**src/rtl/mem_access_controller_if.sv**
```systemverilog
// -----------------------------------------------------------------------------
// mem_access_controller_if
//   Request/ready bus between the M-stage access controller and a
//   variable-latency data memory.
//
//   dmem_req    request valid (controller -> memory)
//   dmem_we     1=write, 0=read
//   dmem_addr   word-aligned byte address {addr[31:2],2'b00}
//   dmem_be     byte-lane enables
//   dmem_wdata  store data already shifted onto its byte lanes
//   dmem_ready  memory accepts/completes the current request (memory -> ctrl)
//   dmem_rdata  read word, valid while dmem_ready=1
//
//   master: the controller side; slave: the memory side.
// -----------------------------------------------------------------------------
interface mem_access_controller_if;
    logic        dmem_req;
    logic        dmem_we;
    logic [31:0] dmem_addr;
    logic [3:0]  dmem_be;
    logic [31:0] dmem_wdata;
    logic        dmem_ready;
    logic [31:0] dmem_rdata;

    modport master (
        output dmem_req, dmem_we, dmem_addr, dmem_be, dmem_wdata,
        input  dmem_ready, dmem_rdata
    );

    modport slave (
        input  dmem_req, dmem_we, dmem_addr, dmem_be, dmem_wdata,
        output dmem_ready, dmem_rdata
    );
endinterface

```
**src/rtl/mem_access_controller.sv**
```systemverilog
// -----------------------------------------------------------------------------
// mem_access_controller
//   Sequences the data-memory access of the instruction sitting in the M stage.
//   Decodes load/store, size and alignment, runs the req/ready handshake,
//   freezes F/D/E/M through stall_M while the access is in flight, and returns
//   byte-lane-aligned, sign/zero-extended load data.
//
// Ports
//   CLK, RESET     clock (posedge) and asynchronous active-high reset
//   result_src_M   M-stage result select; == LOAD_SRC marks a load
//   mem_write_M    M-stage store enable (wins over load)
//   funct3_M       [1:0] size 00=B 01=H 10/11=W; [2]=1 unsigned load
//   alu_result_M   effective byte address
//   store_data_M   store data (rs2)
//   dmem           master side of the data-memory bus
//   stall_M        hold all pipeline registers up to and including M
//   load_data_M    extended load result, valid in DONE
//   mem_fault      one-cycle fault pulse, registered
//   fault_cause    01=misaligned 10=timeout; held until the next fault
// -----------------------------------------------------------------------------
module mem_access_controller #(
    parameter logic [2:0] LOAD_SRC = 3'b001,
    parameter int         TIMEOUT  = 16,
    parameter int         CNT_W    = 5
) (
    input  logic                      CLK,
    input  logic                      RESET,
    input  logic [2:0]                result_src_M,
    input  logic                      mem_write_M,
    input  logic [2:0]                funct3_M,
    input  logic [31:0]               alu_result_M,
    input  logic [31:0]               store_data_M,
    mem_access_controller_if.master   dmem,
    output logic                      stall_M,
    output logic [31:0]               load_data_M,
    output logic                      mem_fault,
    output logic [1:0]                fault_cause
);

    typedef enum logic [1:0] {
        IDLE = 2'b00,
        REQ  = 2'b01,
        DONE = 2'b10
    } state_t;

    localparam logic [1:0] CAUSE_MISALIGN = 2'b01;
    localparam logic [1:0] CAUSE_TIMEOUT  = 2'b10;
    localparam logic [CNT_W-1:0] CNT_LAST = CNT_W'(TIMEOUT - 1);

    state_t           state_q, state_d;
    logic [CNT_W-1:0] cnt_q;
    logic [31:0]      addr_q;
    logic             we_q;
    logic [3:0]       be_q;
    logic [31:0]      wdata_q;
    logic [2:0]       funct3_q;
    logic [1:0]       off_q;
    logic [31:0]      load_data_q;
    logic             mem_fault_q;
    logic [1:0]       fault_cause_q;

    // ---------------------------------------------------------------- decode
    logic        is_store, is_load, access, misaligned;
    logic [1:0]  size, off;
    logic [3:0]  be_calc;
    logic [31:0] wdata_calc;

    assign is_store   = mem_write_M;
    assign is_load    = (result_src_M == LOAD_SRC);
    assign access     = is_store | is_load;
    assign size       = funct3_M[1:0];
    assign off        = alu_result_M[1:0];
    // size[1] covers both 10 and 11, so the reserved size behaves as a word.
    assign misaligned = ((size == 2'b01) & off[0]) | (size[1] & (off != 2'b00));
    assign wdata_calc = store_data_M << {off, 3'b000};

    always_comb begin
        case (size)
            2'b00:   be_calc = 4'b0001 << off;
            2'b01:   be_calc = 4'b0011 << off;
            default: be_calc = 4'b1111;
        endcase
    end

    // ------------------------------------------------------- load extension
    // Uses the latched offset/funct3: the M-stage fields are frozen anyway,
    // but the latched copy keeps the result independent of pipeline inputs.
    logic [31:0] rd_shift, load_ext;

    assign rd_shift = dmem.dmem_rdata >> {off_q, 3'b000};

    always_comb begin
        case (funct3_q[1:0])
            2'b00:   load_ext = funct3_q[2] ? {24'h0, rd_shift[7:0]}
                                            : {{24{rd_shift[7]}}, rd_shift[7:0]};
            2'b01:   load_ext = funct3_q[2] ? {16'h0, rd_shift[15:0]}
                                            : {{16{rd_shift[15]}}, rd_shift[15:0]};
            default: load_ext = rd_shift;
        endcase
    end

    // --------------------------------------------------- next state / stall
    logic start, complete, timeout, misalign_fault;

    always_comb begin
        // NOTE: every output of this block gets a default first, so no path
        // through the case leaves a variable unassigned and no latch is inferred.
        state_d        = state_q;
        stall_M        = 1'b0;
        start          = 1'b0;
        complete       = 1'b0;
        timeout        = 1'b0;
        misalign_fault = 1'b0;
        case (state_q)
            IDLE: begin
                if (access) begin
                    if (misaligned) begin
                        misalign_fault = 1'b1;
                    end else begin
                        start   = 1'b1;
                        stall_M = 1'b1;
                        state_d = REQ;
                    end
                end
            end
            REQ: begin
                // Ready is checked first so a ready in the limit cycle completes.
                if (dmem.dmem_ready) begin
                    complete = 1'b1;
                    stall_M  = 1'b1;
                    state_d  = DONE;
                end else if (cnt_q == CNT_LAST) begin
                    // Stall drops here so the faulting instruction leaves M at
                    // this edge instead of being re-issued from IDLE.
                    timeout = 1'b1;
                    state_d = IDLE;
                end else begin
                    stall_M = 1'b1;
                end
            end
            DONE: begin
                state_d = IDLE;
            end
            default: begin
                state_d = IDLE;
            end
        endcase
    end

    // ------------------------------------------------------------ registers
    always_ff @(posedge CLK or posedge RESET) begin
        if (RESET) begin
            state_q       <= IDLE;
            cnt_q         <= '0;
            addr_q        <= '0;
            we_q          <= 1'b0;
            be_q          <= '0;
            wdata_q       <= '0;
            funct3_q      <= '0;
            off_q         <= '0;
            load_data_q   <= '0;
            mem_fault_q   <= 1'b0;
            fault_cause_q <= '0;
        end else begin
            // NOTE: non-blocking assignments so every register samples the
            // pre-edge values, independent of statement order in this block.
            state_q <= state_d;

            if (start) begin
                addr_q   <= {alu_result_M[31:2], 2'b00};
                we_q     <= is_store;
                be_q     <= be_calc;
                wdata_q  <= wdata_calc;
                funct3_q <= funct3_M;
                off_q    <= off;
                cnt_q    <= '0;
            end else if (state_q == REQ) begin
                cnt_q <= cnt_q + 1'b1;
            end

            if (complete && !we_q) begin
                load_data_q <= load_ext;
            end

            mem_fault_q <= misalign_fault | timeout;
            if (misalign_fault) begin
                fault_cause_q <= CAUSE_MISALIGN;
            end else if (timeout) begin
                fault_cause_q <= CAUSE_TIMEOUT;
            end
        end
    end

    // -------------------------------------------------------------- outputs
    // dmem_req decodes the state register, so an async reset drops it at once.
    assign dmem.dmem_req   = (state_q == REQ);
    assign dmem.dmem_we    = we_q;
    assign dmem.dmem_addr  = addr_q;
    assign dmem.dmem_be    = be_q;
    assign dmem.dmem_wdata = wdata_q;
    assign load_data_M     = load_data_q;
    assign mem_fault       = mem_fault_q;
    assign fault_cause     = fault_cause_q;

endmodule

```
**src/flat_wrapper.sv**
```systemverilog
// flat-port wrapper written by rule: the top's interface ports become plain ports
module mem_access_controller_flat 
#(
    parameter logic [2:0] LOAD_SRC = 3'b001,
    parameter int         TIMEOUT  = 16,
    parameter int         CNT_W    = 5
)
  (CLK, RESET, result_src_M, mem_write_M, funct3_M, alu_result_M, store_data_M, stall_M, load_data_M, mem_fault, fault_cause, dmem_dmem_req, dmem_dmem_we, dmem_dmem_addr, dmem_dmem_be, dmem_dmem_wdata, dmem_dmem_ready, dmem_dmem_rdata);
  mem_access_controller_if dmem_i ();
  input  logic CLK;
  input  logic RESET;
  input  logic [2:0] result_src_M;
  input  logic mem_write_M;
  input  logic [2:0] funct3_M;
  input  logic [31:0] alu_result_M;
  input  logic [31:0] store_data_M;
  output logic stall_M;
  output logic [31:0] load_data_M;
  output logic mem_fault;
  output logic [1:0] fault_cause;
  output wire logic [$bits(dmem_i.dmem_req)-1:0] dmem_dmem_req;
  output wire logic [$bits(dmem_i.dmem_we)-1:0] dmem_dmem_we;
  output wire logic [$bits(dmem_i.dmem_addr)-1:0] dmem_dmem_addr;
  output wire logic [$bits(dmem_i.dmem_be)-1:0] dmem_dmem_be;
  output wire logic [$bits(dmem_i.dmem_wdata)-1:0] dmem_dmem_wdata;
  input wire logic [$bits(dmem_i.dmem_ready)-1:0] dmem_dmem_ready;
  input wire logic [$bits(dmem_i.dmem_rdata)-1:0] dmem_dmem_rdata;
  assign dmem_dmem_req = dmem_i.dmem_req;
  assign dmem_dmem_we = dmem_i.dmem_we;
  assign dmem_dmem_addr = dmem_i.dmem_addr;
  assign dmem_dmem_be = dmem_i.dmem_be;
  assign dmem_dmem_wdata = dmem_i.dmem_wdata;
  assign dmem_i.dmem_ready = dmem_dmem_ready;
  assign dmem_i.dmem_rdata = dmem_dmem_rdata;
  mem_access_controller #(.LOAD_SRC(LOAD_SRC), .TIMEOUT(TIMEOUT), .CNT_W(CNT_W)) u_core (.CLK(CLK), .RESET(RESET), .result_src_M(result_src_M), .mem_write_M(mem_write_M), .funct3_M(funct3_M), .alu_result_M(alu_result_M), .store_data_M(store_data_M), .dmem(dmem_i), .stall_M(stall_M), .load_data_M(load_data_M), .mem_fault(mem_fault), .fault_cause(fault_cause));
endmodule
```
**config.mk**
```make
export PLATFORM = sky130hd
export DESIGN_NAME = mem_access_controller_flat
export DESIGN_NICKNAME = d
export VERILOG_FILES = /design/src/rtl/mem_access_controller_if.sv /design/src/rtl/mem_access_controller.sv /design/src/flat_wrapper.sv
export SDC_FILE = /design/constraint.sdc
export NUM_CORES = 1
export LEC_CHECK = 0
export CELL_PAD_IN_SITES_DETAIL_PLACEMENT = 1
export CELL_PAD_IN_SITES_GLOBAL_PLACEMENT = 2
export CORE_MARGIN = 2
export CORE_UTILIZATION = 29
export CTS_CLUSTER_SIZE = 40
export DETAILED_ROUTE_END_ITERATION = 10
export PLACE_DENSITY_LB_ADDON = 0.15
export SLEW_MARGIN = 20
export SYNTH_ARGS = -nofsm -noshare
export SYNTH_HDL_FRONTEND = slang
export SYNTH_SLANG_ARGS = --single-unit
export TNS_END_PERCENT = 30
```
**constraint.sdc**
```tcl
create_clock -name CLK -period 7.9 [get_ports CLK]
set_clock_uncertainty 0.2 [all_clocks]
set_input_delay 1.58 -clock CLK [delete_from_list [all_inputs] [get_ports CLK]]
set_output_delay 1.58 -clock CLK [all_outputs]
set_load 0.02 [all_outputs]
```
==> results of run 1 <==
worst min-delay path by stage:
stage | from | endpoint | slack, ns | cells past startpoint
2_1_floorplan | u_core.cnt_q[0]$_DFFE_PP0P_ | u_core.cnt_q[0]$_DFFE_PP0P_ | 0.29 | 1
3_5_place_dp | u_core.dmem.dmem_wdata[31]$_DFFE_PP0P_ | u_core.dmem.dmem_wdata[31]$_DFFE_PP0P_ | 0.28 | 1
3_3_place_gp | u_core.dmem.dmem_wdata[29]$_DFFE_PP0P_ | u_core.dmem.dmem_wdata[29]$_DFFE_PP0P_ | 0.27 | 1
4_1_cts | u_core.dmem.dmem_wdata[31]$_DFFE_PP0P_ | u_core.dmem.dmem_wdata[31]$_DFFE_PP0P_ | 0.29 | 1
6_report | u_core.dmem.dmem_wdata[31]$_DFFE_PP0P_ | u_core.dmem.dmem_wdata[31]$_DFFE_PP0P_ | 0.29 | 1
5_1_grt | u_core.dmem.dmem_addr[6]$_DFFE_PP0P_ | u_core.dmem.dmem_addr[6]$_DFFE_PP0P_ | 0.32 | 1
sequential cells by signal, indices dropped and copies added (netlist names):
name                    flops
u_core.off_q                2
u_core.state_q              2
u_core.funct3_q             3
u_core.fault_cause          2
u_core.dmem.dmem_be         4
u_core.load_data_M         32
u_core.dmem.dmem_we         1
u_core.mem_fault            1
u_core.dmem.dmem_wdata     32
u_core.dmem.dmem_addr      30
u_core.cnt_q                5
Yosys cell counts (2+ instances only):
cell	instances
dfrtp_1	114
nand2_1	42
mux2i_1	36
a21oi_1	27
mux2_2	26
mux2_4	26
nor2_1	26
o21ai_0	25
buf_2	20
nor2b_1	19
a211oi_1	15
clkbuf_1	12
o21ai_1	10
o31ai_1	9
o41ai_1	9
a21oi_2	8
mux2_1	8
o2bb2ai_1	8
o311ai_0	6
buf_6	5
buf_4	4
inv_1	4
nand2b_1	3
o22ai_1	3
a221o_1	2
ha_1	2
nor3_1	2
o211ai_1	2
o311ai_1	2
xor2_1	2
final cells by class:
cell class | count | area (µm²)
Clock buffer | 22 | 464
Tap cell | 265 | 332
Timing Repair Buffer | 216 | 2130
Multi-Input combinational cell | 338 | 2620
Clock inverter | 10 | 133
Inverter | 4 | 17.5
Fill cell | 2142 | 10800
Sequential cell | 114 | 2850
Antenna cell | 2 | 5.00
per-layer routing:
layer	routed length, µm	track usage	vias up
met5	0	0	-
met4	180	0.0491	0
met3	1400	0.0742	12
met2	8680	0.289	134
met1	7670	0.220	2287
li1	-	-	2212
power by group:
part	switching [W]	internal (W)	leakage, nW	total, W
clock network	0.000269	0.000510	0.286	0.000779
logic	0.000631	0.000645	1.84	0.00128
registers	0.000166	0.000803	1.38	0.000969
through the flow:
stage	instance area [µm²]	hold WS, ns	worst slack, ns
2_1_floorplan	5710	0.289	3.10
3_3_place_gp	7950	0.270	2.55
3_5_place_dp	7950	0.279	2.50
4_1_cts	8550	0.293	2.49
5_1_grt	8550	0.317	2.29
6_report	8560	0.288	2.48
placed cells by master, fill, tap and decap left out, types with 7 or more instances in the layout:
| cell type | instances |
|---|---|
| o21ai_0 | 25 |
| o31ai_1 | 9 |
| nand2_1 | 42 |
| dfrtp_1 | 114 |
| clkbuf_16 | 17 |
| o41ai_1 | 9 |
| clkdlybuf4s50_1 | 207 |
| a21oi_1 | 27 |
| o2bb2ai_1 | 8 |
| a21oi_2 | 8 |
| mux2i_1 | 36 |
| mux2_4 | 26 |
| mux2_1 | 8 |
| buf_4 | 7 |
| nor2_1 | 24 |
| o21ai_1 | 9 |
| a211oi_1 | 15 |
| mux2_2 | 26 |
| nor2b_1 | 19 |
kinds of logic after synthesis:
family | Yosys count
buf+inv | 46
other cells | 1
flops | 114
mux | 97
compound gates | 133
simple gates | 102
fa+ha+maj | 2
xor+xnor | 2
==> results by group, run 1 <==
Synthesis
  – Largest family of logic cells by synthesized area: multiplexers
  – Flops & latches, synth: between 100 and 150
  – Post-synth top area cell: dfrtp_1
  – Largest cells by area after synthesis: dfrtp_1 (50%), mux2_4 (6.8%), mux2i_1 (6.3%)
  – Mux cell area share after synthesis: 0.203
  – Syn Inst Count: 497
  – Post-synthesis sequential area ratio: 0.500
  – Yosys cell types: 50
  – Yosys warnings: 0
  – Complex-gate fraction of the synthesized area: 0.159
  – Synth Area in XOR/XNOR: 0.00307
  – Synth Cell Area: 0.00570 mm²
  – Ys async rst share: 1.00
  – Avg Cell Area, Syn: 11.5 µm²
  – Synth Flop Type: dfrtp_1
  – Post-synthesis simple-gate area fraction: 0.0860
  – Adder-Cell Fraction of Synth Area: 0.00439
  – Number of flops mapped to enable cells by yosys: 0
  – Synth top area share: 0.500

Critical path
  – CP Cell Sequence: clkdlybuf4s50_1, nor2_1, nor2_2, buf_4, o22ai_1, clkdlybuf4s50_1
  – Delay-heaviest family, CP: buffers and inverters
  – Setup crit end kind: output port
  – CP Max Fanout: 39
  – Kind of critical path: in -> out
  – CP required: 6.12 ns
  – R2R setup slack: roughly 4.9 ns
  – Worst setup SP type: primary input
  – Most frequent CP cell: clkdlybuf4s50_1
  – RR Startpoint: u_core.state_q[0]$_DFFE_PP0P_
  – Critical-path top delay cell: clkdlybuf4s50_1
  – Buffer and inverter count on the worst path: 3
  – End point of the critical path: stall_M
  – Worst R2R End: u_core.dmem.dmem_wdata[19]$_DFFE_PP0P_
  – Setup crit start: funct3_M[1]
  – Crit path largest cell delay: 0.63 ns
  – CP Depth: 6
  – CP arrival: 3.64 ns
  – R2R depth: 6

STA
  – Period minus WS final: roughly 5.4 ns
  – RSZ-0062 raised after global routing: no
  – Normalized max-slew margin: 0.275
  – Final hold vios: 0
  – Max-slew violation count: 0
  – Post-route setup TNS: 0 ns
  – Peak Freq: 184 MHz
  – Final worst path period share: 0.686
  – Setup violators final: 0
  – Worst-Margin Slew: roughly 1.1 ns

GRT
  – First-pass GRT wire length: 28.2 mm
  – Vias in the first global route: between 5000 and 6000
  – Total track usage: 0.179
  – Initial antenna violation count: 0
  – Grt total ovfl: 0
  – Pin count of the biggest net entering global routing: 59

Floorplanning
  – CORE AREA: 0.0194 mm²
  – Height of the die: 144 µm
  – Site Rows: 51
  – Initial Util: 0.294
  – # IOs: 212
  – Die W: 144 µm
  – DIE AREA: about 0.021 mm²

CTS
  – CTS sink cnt: around 110
  – CTS max path bufs: 2
  – Worst-path clk slew: 0.05 ns
  – Postcts setup bufs: 0
  – H-tree levels: 4
  – Post-CTS Hold Buffers: 0
  – Worst skew pair latency: 0.41 ns
  – Num CTS Buffers: 17
  – # resized after CTS: 0
  – Root Buffer: clkbuf_16
  – CTS tree: done

Final layout
  – Fraction of layout cells with a size suffix above 1: 0.155
  – Non-Filler Instances: 971
  – Synth-to-layout area growth: 50.0%
  – Final net count: 799
  – Finished Core Util: 0.441

Routing
  – Post-Route WL: roughly 18 mm
  – Detailed Routing Iterations Pass 1: 4
  – Final ANT Viol Nets: 0
  – Drt wl/cell: 18.5 µm
  – Detailed router's first-iteration violation count: 124
  – Via density: 4.78
  – DR vias: 4645
  – Residual DRC: 0

Place
  – DP HPWL: 13.4 mm
  – PortBufs: 209
  – Cells after DPL: ~940
  – Placer's final routability congestion estimate: between 0.8 and 0.9

Pwr
  – Total Power: 0.00302 W
  – Peak VDD IR: 0.177 mV
  – Pwr Density: 353 mW/mm²
  – Leakage power: 3.51 nW

Hold path
  – Min-delay worst type: reg -> reg

Run status
  – Outcome: finished clean

Run
  – Max_cap viols: 0
Power figures use the tool's default switching activity.
==> run 2: changes to the inputs <==
--- a/config.mk
+++ b/config.mk
@@ -8,7 +8,7 @@
 export CELL_PAD_IN_SITES_DETAIL_PLACEMENT = 1
 export CELL_PAD_IN_SITES_GLOBAL_PLACEMENT = 2
 export CORE_MARGIN = 2
-export CORE_UTILIZATION = 29
+export CORE_UTILIZATION = 27
 export CTS_CLUSTER_SIZE = 40
 export DETAILED_ROUTE_END_ITERATION = 10
 export PLACE_DENSITY_LB_ADDON = 0.15
==> constraint.sdc (replaced) <==
create_clock -name CLK -period 5.4 [get_ports CLK]
set_clock_uncertainty 0.2 [all_clocks]
set_input_delay 1.08 -clock CLK [delete_from_list [all_inputs] [get_ports CLK]]
set_output_delay 1.08 -clock CLK [all_outputs]
set_load 0.02 [all_outputs]
==> results by group, run 2 (same netlist as run 1, synthesis figures left out) <==
STA
  – Max-slew violation count: 0
  – Worst-Margin Slew: 0.763 ns
  – Period minus WS final: roughly 4.2 ns
  – Normalized max-slew margin: 0.490
  – Setup violators final: 0
  – RSZ-0062 raised after global routing: no
  – Post-route setup TNS: 0 ns
  – Final worst path period share: 0.771
  – Peak Freq: 240 MHz
  – Final hold vios: 0

CTS
  – Worst-path clk slew: 0.05 ns
  – CTS tree: done
  – H-tree levels: 4
  – # resized after CTS: 0
  – Num CTS Buffers: 17
  – CTS sink cnt: 114
  – Postcts setup bufs: 0
  – Root Buffer: clkbuf_16
  – Post-CTS Hold Buffers: 0
  – CTS max path bufs: 2
  – Worst skew pair latency: 0.41 ns

Final layout
  – Commonest non-fill, non-tap cells in the layout: clkdlybuf4s50_1 (207), dfrtp_1 (114), nand2_1 (42)
  – Finished Core Util: 0.410
  – Leading cell type in the layout, fill and taps excluded: clkdlybuf4s50_1
  – Non-Filler Instances: 983
  – Fraction of layout cells with a size suffix above 1: 0.158
  – Final net count: 803
  – Synth-to-layout area growth: 50.3%

Pwr
  – Pwr Density: between 500 and 600 mW/mm²
  – Clk pwr share: 0.247
  – Seq pwr share: 0.316
  – Peak VDD IR: approximately 0.23 mV
  – Total Power: ~0.0044 W
  – Comb pwr share: 0.437
  – Switch Pwr: about 0.0016 W
  – Sw Share: 0.357
  – Internal power: 0.00281 W
  – Leakage power: roughly 3.5 nW

Floorplanning
  – Height of the die: 149 µm
  – Site Rows: between 50 and 60
  – CORE AREA: roughly 0.021 mm²
  – DIE AREA: between 0.02 and 0.025 mm²
  – Die W: 149 µm
  – Initial Util: 0.273
  – # IOs: 212

Critical path
  – R2R depth: 6
  – CP required: 4.12 ns
  – Most frequent CP cell: clkdlybuf4s50_1
  – Setup crit start: funct3_M[1]
  – CP arrival: 2.89 ns
  – CP Max Fanout: 11
  – CP Cell Sequence: clkdlybuf4s50_1, nor2_1, nor2_2, o22ai_1, clkdlybuf4s50_1
  – Setup crit end kind: output port
  – Worst setup SP type: primary input
  – Delay-heaviest family, CP: buffers and inverters
  – Kind of critical path: in -> out
  – CP Depth: 5
  – RR Startpoint: u_core.state_q[0]$_DFFE_PP0P_
  – Critical-path top delay cell: clkdlybuf4s50_1
  – Crit path largest cell delay: 0.64 ns
  – Buffer and inverter count on the worst path: 2

Place
  – Cells after DPL: 951
  – Placer's final routability congestion estimate: 0.774
  – PortBufs: between 200 and 250
  – DP HPWL: 13.5 mm

Run status
  – Outcome: finished clean

Routing
  – Via density: 4.78
  – DR vias: 4700
  – Residual DRC: 0
  – Final ANT Viol Nets: 0
  – Detailed Routing Iterations Pass 1: 5
  – Detailed router's first-iteration violation count: about 170
  – Drt wl/cell: 18.9 µm
  – Post-Route WL: approximately 19 mm

GRT
  – First-pass GRT wire length: slightly below 30 mm
  – Initial antenna violation count: 1
  – Grt total ovfl: 0
  – Vias in the first global route: just over 5000
  – Pin count of the biggest net entering global routing: 51
  – Total track usage: 0.170

Run
  – Max_cap viols: 0

Hold path
  – Hold wc startpoint: u_core.dmem.dmem_wdata[31]$_DFFE_PP0P_
  – Hold Path Depth: 1
  – Min-delay worst type: reg -> reg
## run 2: cell count changes in the layout (fill, tap and decap cells not counted)
cell	before	now
diode_2	2	1
clkbuf_8	2	1
bufinv_16	3	2
buf_12	0	1
clkinv_4	0	1
buf_4	7	10
## run 2: worst paths after layout
kind / end / slack (ns)
worst max-delay path: stall_M / 1.23
min in group asynchronous: u_core.dmem.dmem_addr[22]$_DFFE_PP0P_ / 0.85
max in group asynchronous: u_core.dmem.dmem_wdata[16]$_DFFE_PP0P_ / 3.18
worst min register to register: u_core.dmem.dmem_wdata[31]$_DFFE_PP0P_ / 0.29
worst max register to register: u_core.dmem.dmem_addr[27]$_DFFE_PP0P_ / 3.03
worst min-delay path: u_core.dmem.dmem_wdata[31]$_DFFE_PP0P_ / 0.29
## run 2: power by group through the flow
| stage | clock network, W | registers, W | logic [W] |
|---|---|---|---|
| floorplan | 0 | 0.00171 | 0.000699 |
| global placement | 0 | 0.00139 | 0.00190 |
| detailed placement | 0 | 0.00139 | 0.00192 |
| CTS | 0.00111 | 0.00139 | 0.00193 |
| global route | 0.00115 | 0.00144 | 0.00205 |
| finish | 0.00108 | 0.00138 | 0.00191 |
## run 2: cell type report
class                           instances  area (µm²)
Antenna cell                            1        2.50
Sequential cell                       114        2850
Timing Repair Buffer                  220        2180
Multi-Input combinational cell        338        2620
Clock inverter                         10         111
Clock buffer                           21         450
Fill cell                            2232       12300
Inverter                                4        17.5
Tap cell                              275         344
## run 2: stage by stage
stage | area, µm² | worst slack [ns] | hold slack, ns
finish | 8570 | 1.23 | 0.288
global route | 8570 | 1.12 | 0.320
CTS | 8570 | 1.23 | 0.293
detailed placement | 8010 | 1.22 | 0.275
global placement | 8010 | 1.27 | 0.270
floorplan | 5710 | 1.10 | 0.289
## run 2: layer usage
layer / part of all wire / routed length (µm) / track usage
met1: 0.43 / 7980 / 0.212
met3: 0.076 / 1400 / 0.0654
met4: 0.0078 / 145 / 0.0481
met2: 0.49 / 9040 / 0.276
met5: 0 / 0 / 0
==> run 3: changes to the inputs <==
==> constraint.sdc (replaced) <==
create_clock -name CLK -period 3.9 [get_ports CLK]
set_clock_uncertainty 0.2 [all_clocks]
set_input_delay 0.78 -clock CLK [delete_from_list [all_inputs] [get_ports CLK]]
set_output_delay 0.78 -clock CLK [all_outputs]
set_load 0.02 [all_outputs]
==> results by group, run 3 (same netlist as run 1, synthesis figures left out) <==
GRT
  – First-pass GRT wire length: 29.5 mm
  – Initial antenna violation count: 1
  – Vias in the first global route: 5212
  – Grt total ovfl: 0
  – Total track usage: 0.174
  – Pin count of the biggest net entering global routing: 94

Floorplanning
  – DIE AREA: around 0.022 mm²
  – # IOs: 212
  – CORE AREA: 0.0209 mm²
  – Site Rows: 53
  – Die W: 149 µm
  – Initial Util: 0.273
  – Height of the die: 149 µm

Hold path
  – Min-delay worst type: reg -> reg
  – Hold Path Depth: 2
  – Hold path endpoint: u_core.load_data_M[7]$_DFFE_PP0P_
  – Hold wc startpoint: u_core.load_data_M[7]$_DFFE_PP0P_

Place
  – PortBufs: 209
  – Placer's final routability congestion estimate: 0.796
  – DP HPWL: roughly 14 mm
  – Cells after DPL: 950

CTS
  – Post-CTS Hold Buffers: 0
  – Postcts setup bufs: 0
  – H-tree levels: 4
  – Root Buffer: clkbuf_16
  – CTS max path bufs: 2
  – Num CTS Buffers: 17
  – # resized after CTS: 0
  – Worst skew pair latency: 0.42 ns
  – Worst-path clk slew: around 0.050 ns
  – CTS sink cnt: around 110
  – CTS tree: done

Critical path
  – Crit path largest cell delay: 0.64 ns
  – Critical-path top delay cell: clkdlybuf4s50_1
  – R2R depth: 3
  – CP arrival: 2.58 ns
  – CP required: 2.92 ns
  – R2R setup slack: 1.60 ns
  – CP Max Fanout: 11
  – CP Cell Sequence: clkdlybuf4s50_1, nor2_1, nor2_2, o22ai_1, clkdlybuf4s50_1
  – Most frequent CP cell: clkdlybuf4s50_1
  – Worst setup SP type: primary input
  – RR Startpoint: u_core.funct3_q[0]$_DFFE_PP0P_
  – Setup crit end kind: output port
  – Worst R2R End: u_core.load_data_M[19]$_DFFE_PP0P_
  – Kind of critical path: in -> out

Pwr
  – Peak VDD IR: 0.362 mV
  – Pwr Density: around 720 mW/mm²
  – Leakage power: 3.54 nW

Final layout
  – Commonest non-fill, non-tap cells in the layout: clkdlybuf4s50_1 (207), dfrtp_1 (114), nand2_1 (42)
  – Non-Filler Instances: 982
  – Leading cell type in the layout, fill and taps excluded: clkdlybuf4s50_1
  – Fillcell total: 2263
  – Final net count: around 800
  – Synth-to-layout area growth: 51.6%
  – Fraction of layout cells with a size suffix above 1: 0.159

Routing
  – Detailed router's first-iteration violation count: 145
  – M1 wire length: 8.09 mm
  – Detailed Routing Iterations Pass 1: 5
  – Drt wl/cell: 19.4 µm
  – Via density: 4.81
  – DR vias: 4723
  – Met2 Wirelength: ~9.1 mm
  – Final ANT Viol Nets: 0
  – Metal3 WL: 1.55 mm
  – Residual DRC: 0
  – Post-Route WL: 19.0 mm
  – Uppermost routed layer: met4

STA
  – Peak Freq: 281 MHz
  – Period minus WS final: 3.56 ns
  – Post-route setup TNS: 0 ns
  – Final worst path period share: 0.914
  – Max-slew violation count: 0
  – Setup violators final: 0
  – Worst-Margin Slew: 0.836 ns
  – RSZ-0062 raised after global routing: no
  – Final hold vios: 0
  – Normalized max-slew margin: 0.442

Run status
  – Outcome: finished clean

Run
  – Max_cap viols: 0
==> run 3: changes by cell type in the layout (fill, tap and decap cells not counted), sizes merged <==
cell	previous run	this run
clkbuf	21	22
bufinv	2	4
clkinv	5	3
buf	13	12
inv	4	3
==> run 3: final cells by class <==
class / count / area [µm²] / area share
timing repair buffer: 219 / 2180 / 0.252
clock buffer: 22 / 474 / 0.0548
tap: 275 / 344 / 0.0398
sequential: 114 / 2850 / 0.330
clock inverter: 9 / 154 / 0.0178
antenna: 1 / 2.50 / 0.000289
multi-input combinational: 338 / 2620 / 0.303
inverter: 4 / 18.8 / 0.00217
==> run 3: worst max-delay path: cells and delay by family <==
kind | cells | cell delay, ns
simple gates | 2 | 0.38
compound gates | 1 | 0.19
buf+inv | 2 | 1.23
==> run 3: worst max path at each step <==
stage	startpoint	end	slack, ns	cells past startpoint
floorplan	funct3_M[1]	stall_M	1.09	6
global placement	funct3_M[1]	stall_M	0.37	5
detailed placement	funct3_M[1]	stall_M	0.33	5
CTS	funct3_M[1]	stall_M	0.33	5
global route	funct3_M[1]	stall_M	0.26	5
finish	funct3_M[1]	stall_M	0.34	5
==> run 3: routing by layer <==
metal | track usage | vias up
li1 | - | 2202
met1 | 0.216 | 2344
met2 | 0.279 | 156
met3 | 0.0673 | 21
met4 | 0.0552 | 0
met5 | 0 | -
==> run 3: where the power goes <==
part / total, W / leakage (nW) / switching [W] / internal [W]
Sequential: 0.00194 / 1.38 / 0.000311 / 0.00163
Combinational: 0.00263 / 1.86 / 0.00132 / 0.00131
Clock: 0.00168 / 0.302 / 0.000563 / 0.00112
Total: 0.00625 / 3.54 / 0.00219 / 0.00406
==> run 3: per-stage QoR <==
stage / utilization / setup slack, ns / hold slack [ns] / area (µm²) / total power [W]
finish: 0.414 / 0.337 / 0.291 / 8650 / 0.00625
global route: 0.414 / 0.264 / 0.310 / 8640 / 0.00662
CTS: 0.414 / 0.330 / 0.296 / 8640 / 0.00634
detailed placement: 0.384 / 0.329 / 0.278 / 8020 / 0.00462
global placement: 0.384 / 0.375 / 0.271 / 8020 / 0.00455
floorplan: - / 1.09 / 0.289 / 5710 / 0.00334
